File: config.mk
export PLATFORM = sky130hd
export DESIGN_NAME = fp_normalize_pack
export DESIGN_NICKNAME = d
export VERILOG_FILES = /design/src/rtl/fp_normalize_pack.sv
export SDC_FILE = /design/constraint.sdc
export NUM_CORES = 1
export LEC_CHECK = 0
export CELL_PAD_IN_SITES_DETAIL_PLACEMENT = 0
export CELL_PAD_IN_SITES_GLOBAL_PLACEMENT = 1
export CORE_MARGIN = 2
export CORE_UTILIZATION = 38
export DETAILED_ROUTE_END_ITERATION = 8
export PLACE_DENSITY = 0.84
export REMOVE_ABC_BUFFERS = 1
export SYNTH_ARGS = -nofsm -noshare
export SYNTH_HDL_FRONTEND = slang
export SYNTH_SLANG_ARGS = --single-unit
File: constraint.sdc
create_clock -name clk -period 3.7 [get_ports clk]
set_input_delay 1.11 -clock clk [delete_from_list [all_inputs] [get_ports clk]]
set_output_delay 1.11 -clock clk [all_outputs]
set_load 0.05 [all_outputs]
File: src/rtl/fp_normalize_pack.sv
// Final stage of the single-precision adder: normalizes the raw sum one bit per
// cycle, resolves zero/infinity/underflow, and packs the IEEE-754 word (truncating).
module fp_normalize_pack #(
  parameter int MANT_W = 25,
  parameter int EXP_W  = 8
) (
  input  logic              clk,
  input  logic              reset,
  input  logic              in_valid,
  output logic              in_ready,
  input  logic              in_sign,
  input  logic [EXP_W-1:0]  in_exp,
  input  logic [MANT_W-1:0] in_mant,
  output logic              out_valid,
  input  logic              out_ready,
  output logic [31:0]       out,
  output logic [31:0]       debug
);

  localparam int FRAC_W = MANT_W - 2;
  localparam int CNT_W  = 5;
  localparam logic [EXP_W-1:0] EXP_MAX = '1;

  typedef enum logic [1:0] {IDLE, CHECK, SHIFT, DONE} state_t;

  state_t              state_reg, state_next;
  logic                sign_reg, sign_next;
  logic [EXP_W-1:0]    exp_reg, exp_next;
  logic [MANT_W-1:0]   mant_reg, mant_next;
  logic [CNT_W-1:0]    count_reg, count_next;
  logic [31:0]         out_reg, out_next;
  logic [31:0]         debug_reg, debug_next;

  logic [EXP_W-1:0]    exp_inc;
  logic [MANT_W-1:0]   mant_shr;
  logic [31:0]         zero_word;
  logic [31:0]         inf_word;
  logic [31:0]         count_ext;

  assign exp_inc   = exp_reg + EXP_W'(1);
  assign mant_shr  = mant_reg >> 1;
  assign zero_word = {sign_reg, {(31){1'b0}}};
  assign inf_word  = {sign_reg, EXP_MAX, {FRAC_W{1'b0}}};
  assign count_ext = {{(32-CNT_W){1'b0}}, count_reg};

  assign in_ready  = (state_reg == IDLE);
  assign out_valid = (state_reg == DONE);
  assign out       = out_reg;
  assign debug     = debug_reg;

  always_ff @(posedge clk or posedge reset) begin
    if (reset) begin
      state_reg <= IDLE;
    end else begin
      state_reg <= state_next;
    end
  end

  always_ff @(posedge clk or posedge reset) begin
    if (reset) begin
      sign_reg  <= 1'b0;
      exp_reg   <= '0;
      mant_reg  <= '0;
      count_reg <= '0;
      out_reg   <= '0;
      debug_reg <= '0;
    end else begin
      sign_reg  <= sign_next;
      exp_reg   <= exp_next;
      mant_reg  <= mant_next;
      count_reg <= count_next;
      out_reg   <= out_next;
      debug_reg <= debug_next;
    end
  end

  always_comb begin
    state_next = state_reg;
    sign_next  = sign_reg;
    exp_next   = exp_reg;
    mant_next  = mant_reg;
    count_next = count_reg;
    out_next   = out_reg;
    debug_next = debug_reg;

    case (state_reg)
      IDLE: begin
        if (in_valid) begin
          sign_next  = in_sign;
          exp_next   = in_exp;
          mant_next  = in_mant;
          count_next = '0;
          state_next = CHECK;
        end
      end

      CHECK: begin
        state_next = DONE;
        debug_next = count_ext;
        if (exp_reg == EXP_MAX) begin
          out_next = inf_word;
        end else if (mant_reg == '0 || exp_reg == '0) begin
          out_next = zero_word;
        end else if (mant_reg[MANT_W-1]) begin
          // Carry-out: renormalize right by one; overflow lands on infinity.
          mant_next = mant_shr;
          exp_next  = exp_inc;
          if (exp_inc == EXP_MAX) begin
            out_next = inf_word;
          end else begin
            out_next = {sign_reg, exp_inc, mant_shr[FRAC_W-1:0]};
          end
        end else if (mant_reg[MANT_W-2]) begin
          out_next = {sign_reg, exp_reg, mant_reg[FRAC_W-1:0]};
        end else begin
          state_next = SHIFT;
          debug_next = debug_reg;
        end
      end

      SHIFT: begin
        if (mant_reg[MANT_W-2]) begin
          out_next   = {sign_reg, exp_reg, mant_reg[FRAC_W-1:0]};
          debug_next = count_ext;
          state_next = DONE;
        end else if (exp_reg > EXP_W'(1)) begin
          mant_next  = mant_reg << 1;
          exp_next   = exp_reg - EXP_W'(1);
          count_next = count_reg + CNT_W'(1);
        end else begin
          // Exponent exhausted before the hidden one surfaced: flush to zero.
          out_next   = zero_word;
          debug_next = count_ext;
          state_next = DONE;
        end
      end

      DONE: begin
        if (out_ready) begin
          state_next = IDLE;
        end
      end

      default: begin
        state_next = IDLE;
      end
    endcase
  end

endmodule

==> run_results.csv <==
group,metric,value,unit
run_status,outcome,"completed",
timing,hold_ws,0.4911,ns
critical_path,slowest_stage,"clkdlybuf4s50_1",
cts,cts_resized,0,
global_routing,grt_pass1_wl,19550,um
job,cap_violations,0,
timing,final-max-slew-violation-count,0,
die,dieArea,0.01319,mm2
synthesis,yosys_register_bits,78,
route,wl_per_cell,16.45,um
cts,path_clk_slew,0.06,ns
route,via_per_inst,5.609,
die,ios,104,
global_routing,grt_start_max_net_pins,49,
synthesis,yosysWarnings,0,
layout,nets,614,
die,die_w,114.9,um
critical_path,crit_chain,"inv_1 > ha_1 > clkdlybuf4s50_1",
timing,rsz0062_at_grt,"false",
route,top_layer_used,"met4",
critical_path,crit_path_end_kind,"primary output",
global_routing,grtUsageTotal,18.35,%
route,wl_met2,5596,um
placed_design,place_area,0.005401,mm2
layout,drive_gt1_share,7.531,%
critical_path,critPathBufInv,2,
die,rows,40,
placed_design,routabilityCongestion,0.8762,
critical_path,crit_fanout,8,
cts,clk-insertion-delay-late,0.33,ns
cts,clock-sinks,78,
global_routing,overflow,0,
critical_path,path_delay_family,"buffers and inverters",
synthesis,synthCells,511,
synthesis,synth_edf_count,0,
timing,setup_viol,0,
route,first_iter_violations,389,
synthesis,yosysSeqAreaShare,41.80,%
timing,fin_skew,0.005290,ns
cts,clockBufferDepth,2,
synthesis,synth_flop_cell,"dfrtp_1",
die,start_util,38.87,%
layout,largest_register_ffs,32,
layout,antenna_cells,0,
cts,ctsHtreeMaxLevel,3,
timing,min_period_over_period,84.32,%
timing,fin_setup_tns,0,ns
route,drt-total-wl,11810,um
layout,area_delta_synth_final,22.91,%
timing,period_needed,3.120,ns
route,vias,4027,
route,wl_met3,659,um
critical_path,required,2.59,ns
layout,fin_area,0.005739,mm2
route,drt-met1-wl,5441,um
synthesis,async_reset_ff_share,100.0,%
timing,fmax,320.5,MHz
synthesis,syn_avg_cell_area,9.138,um2
timing,slew_headroom,44.57,%
synthesis,syn-cell-area,0.004669,mm2
die,core-area,0.01201,mm2
timing,finalHoldViolCount,0,
cts,post_cts_buffers,0,
placed_design,dp.final_hpwl,8148,um
cts,cts_tree,"yes",
critical_path,critPathArrivalTime,2.01,ns
hold_path,min_path_type,"reg -> reg",
route,ant_nets,0,
cts,cts_hold_buf,0,
critical_path,crit_type,"reg -> out",
timing,tightest_slew,0.8315,ns
critical_path,cpPeakStageDelay,0.86,ns
cts,root_buffer,"clkbuf_16",
route,drc,0,
placed_design,portBuffers,76,
synthesis,synthDistinctLibCells,61,
route,drt_pre_antenna_iters,7,
die,dieHeight,114.9,um
global_routing,antenna_found_initial,0,
critical_path,cp-start-kind,"flip-flop",
cts,numCtsBuffers,9,
global_routing,grt_pass1_vias,3914,
==> cells in the mapped netlist, types with 3 or more instances <==
master	number	share of area, %
inv_1	14	1.1
ha_1	9	2.4
a222oi_1	14	3.0
nor2b_1	3	0.40
a221oi_1	16	3.0
a22o_1	3	0.56
xnor2_1	8	1.5
o21ai_1	5	0.54
nand2_1	32	2.6
a21oi_1	65	7.0
nand3_1	3	0.32
clkbuf_1	14	1.1
mux2i_1	4	0.86
dfrtp_1	78	42
nor4_1	7	0.94
a22oi_1	24	3.9
xor2_1	5	0.94
nor3_1	5	0.54
mux2_2	3	0.72
a31oi_1	5	0.67
buf_6	3	0.72
o211ai_1	3	0.48
and3_1	10	1.3
o21ai_0	13	1.4
mux2_1	5	1.2
buf_4	32	5.1
buf_2	17	1.8
nor2_1	71	5.7
==> stage by stage <==
| step | cells | setup WS (ns) | util, % |
|---|---|---|---|
| after global placement | 703 | 0.6477 | 44.97 |
| after global routing | 718 | 0.4776 | 47.78 |
| after CTS | 718 | 0.5725 | 47.78 |
| after floorplan | 471 | 0.2801 | - |
| after detailed placement | 703 | 0.5886 | 44.97 |
| final | 718 | 0.5800 | 47.78 |
==> worst paths after layout <==
path / start / endpoint / slack [ns] / cells past startpoint
min in group asynchronous: reset / out[14] / 1.22 / 2
setup reg to reg: exp_reg[0] / mant_reg[18] / 0.87 / 7
setup / recovery: state_reg[0] / in_ready / 0.58 / 3
hold / removal: debug[3] / debug[3] / 0.49 / 1
hold reg to reg: debug[3] / debug[3] / 0.49 / 1
max in group asynchronous: reset / state_reg[0] / 1.78 / 3
==> cells by family after synthesis <==
family                     count (synthesis)  synth area share, %
other                                      1              0.08031
DFF                                       78                41.80
xor gates and xnor gates                  13                2.438
and+or+nand+nor                          146                14.71
buffers and inverters                     82                10.10
muxes                                     12                2.787
AOI/OAI and AO/OA                        170                25.67
adders and majority gates                  9                2.412
==> cell usage in the layout, fill, tap and decap left out, types with 3 or more instances in the layout <==
master,instances
bufinv_16,3
clkdlybuf4s50_1,76
mux2_2,3
nand2_1,32
and3_1,10
buf_4,7
dfrtp_1,78
a21oi_1,65
nor2b_1,3
mux2_1,5
conb_1,27
o211ai_1,3
o21ai_1,5
ha_1,9
a221oi_1,16
xor2_1,5
a22oi_1,24
clkbuf_16,9
a222oi_1,14
o21ai_0,13
inv_1,13
xnor2_1,8
nor3_1,5
nor4_1,7
nor2_1,71
mux2i_1,4
nand3_1,3
a22o_1,3
a31oi_1,5
==> layout make-up <==
class | count | area (um2)
Fill cell | 1160 | 6272
Multi-Input combinational cell | 377 | 2352
Sequential cell | 78 | 1952
Timing Repair Buffer | 85 | 853.3
Clock buffer | 11 | 242.7
Tap cell | 147 | 183.9
Clock inverter | 4 | 95.09
Inverter | 16 | 60.06
==> layer usage <==
layer / vias to the layer above / GRT usage (%)
met2: 140 / 29.02
met3: 10 / 3.585
li1: 1934 / -
met5: - / 0
met1: 1943 / 25.60
met4: 0 / 5.462
Power is not shown: default switching activity piles up to over one toggle a cycle in this logic, so the estimate is an artifact.
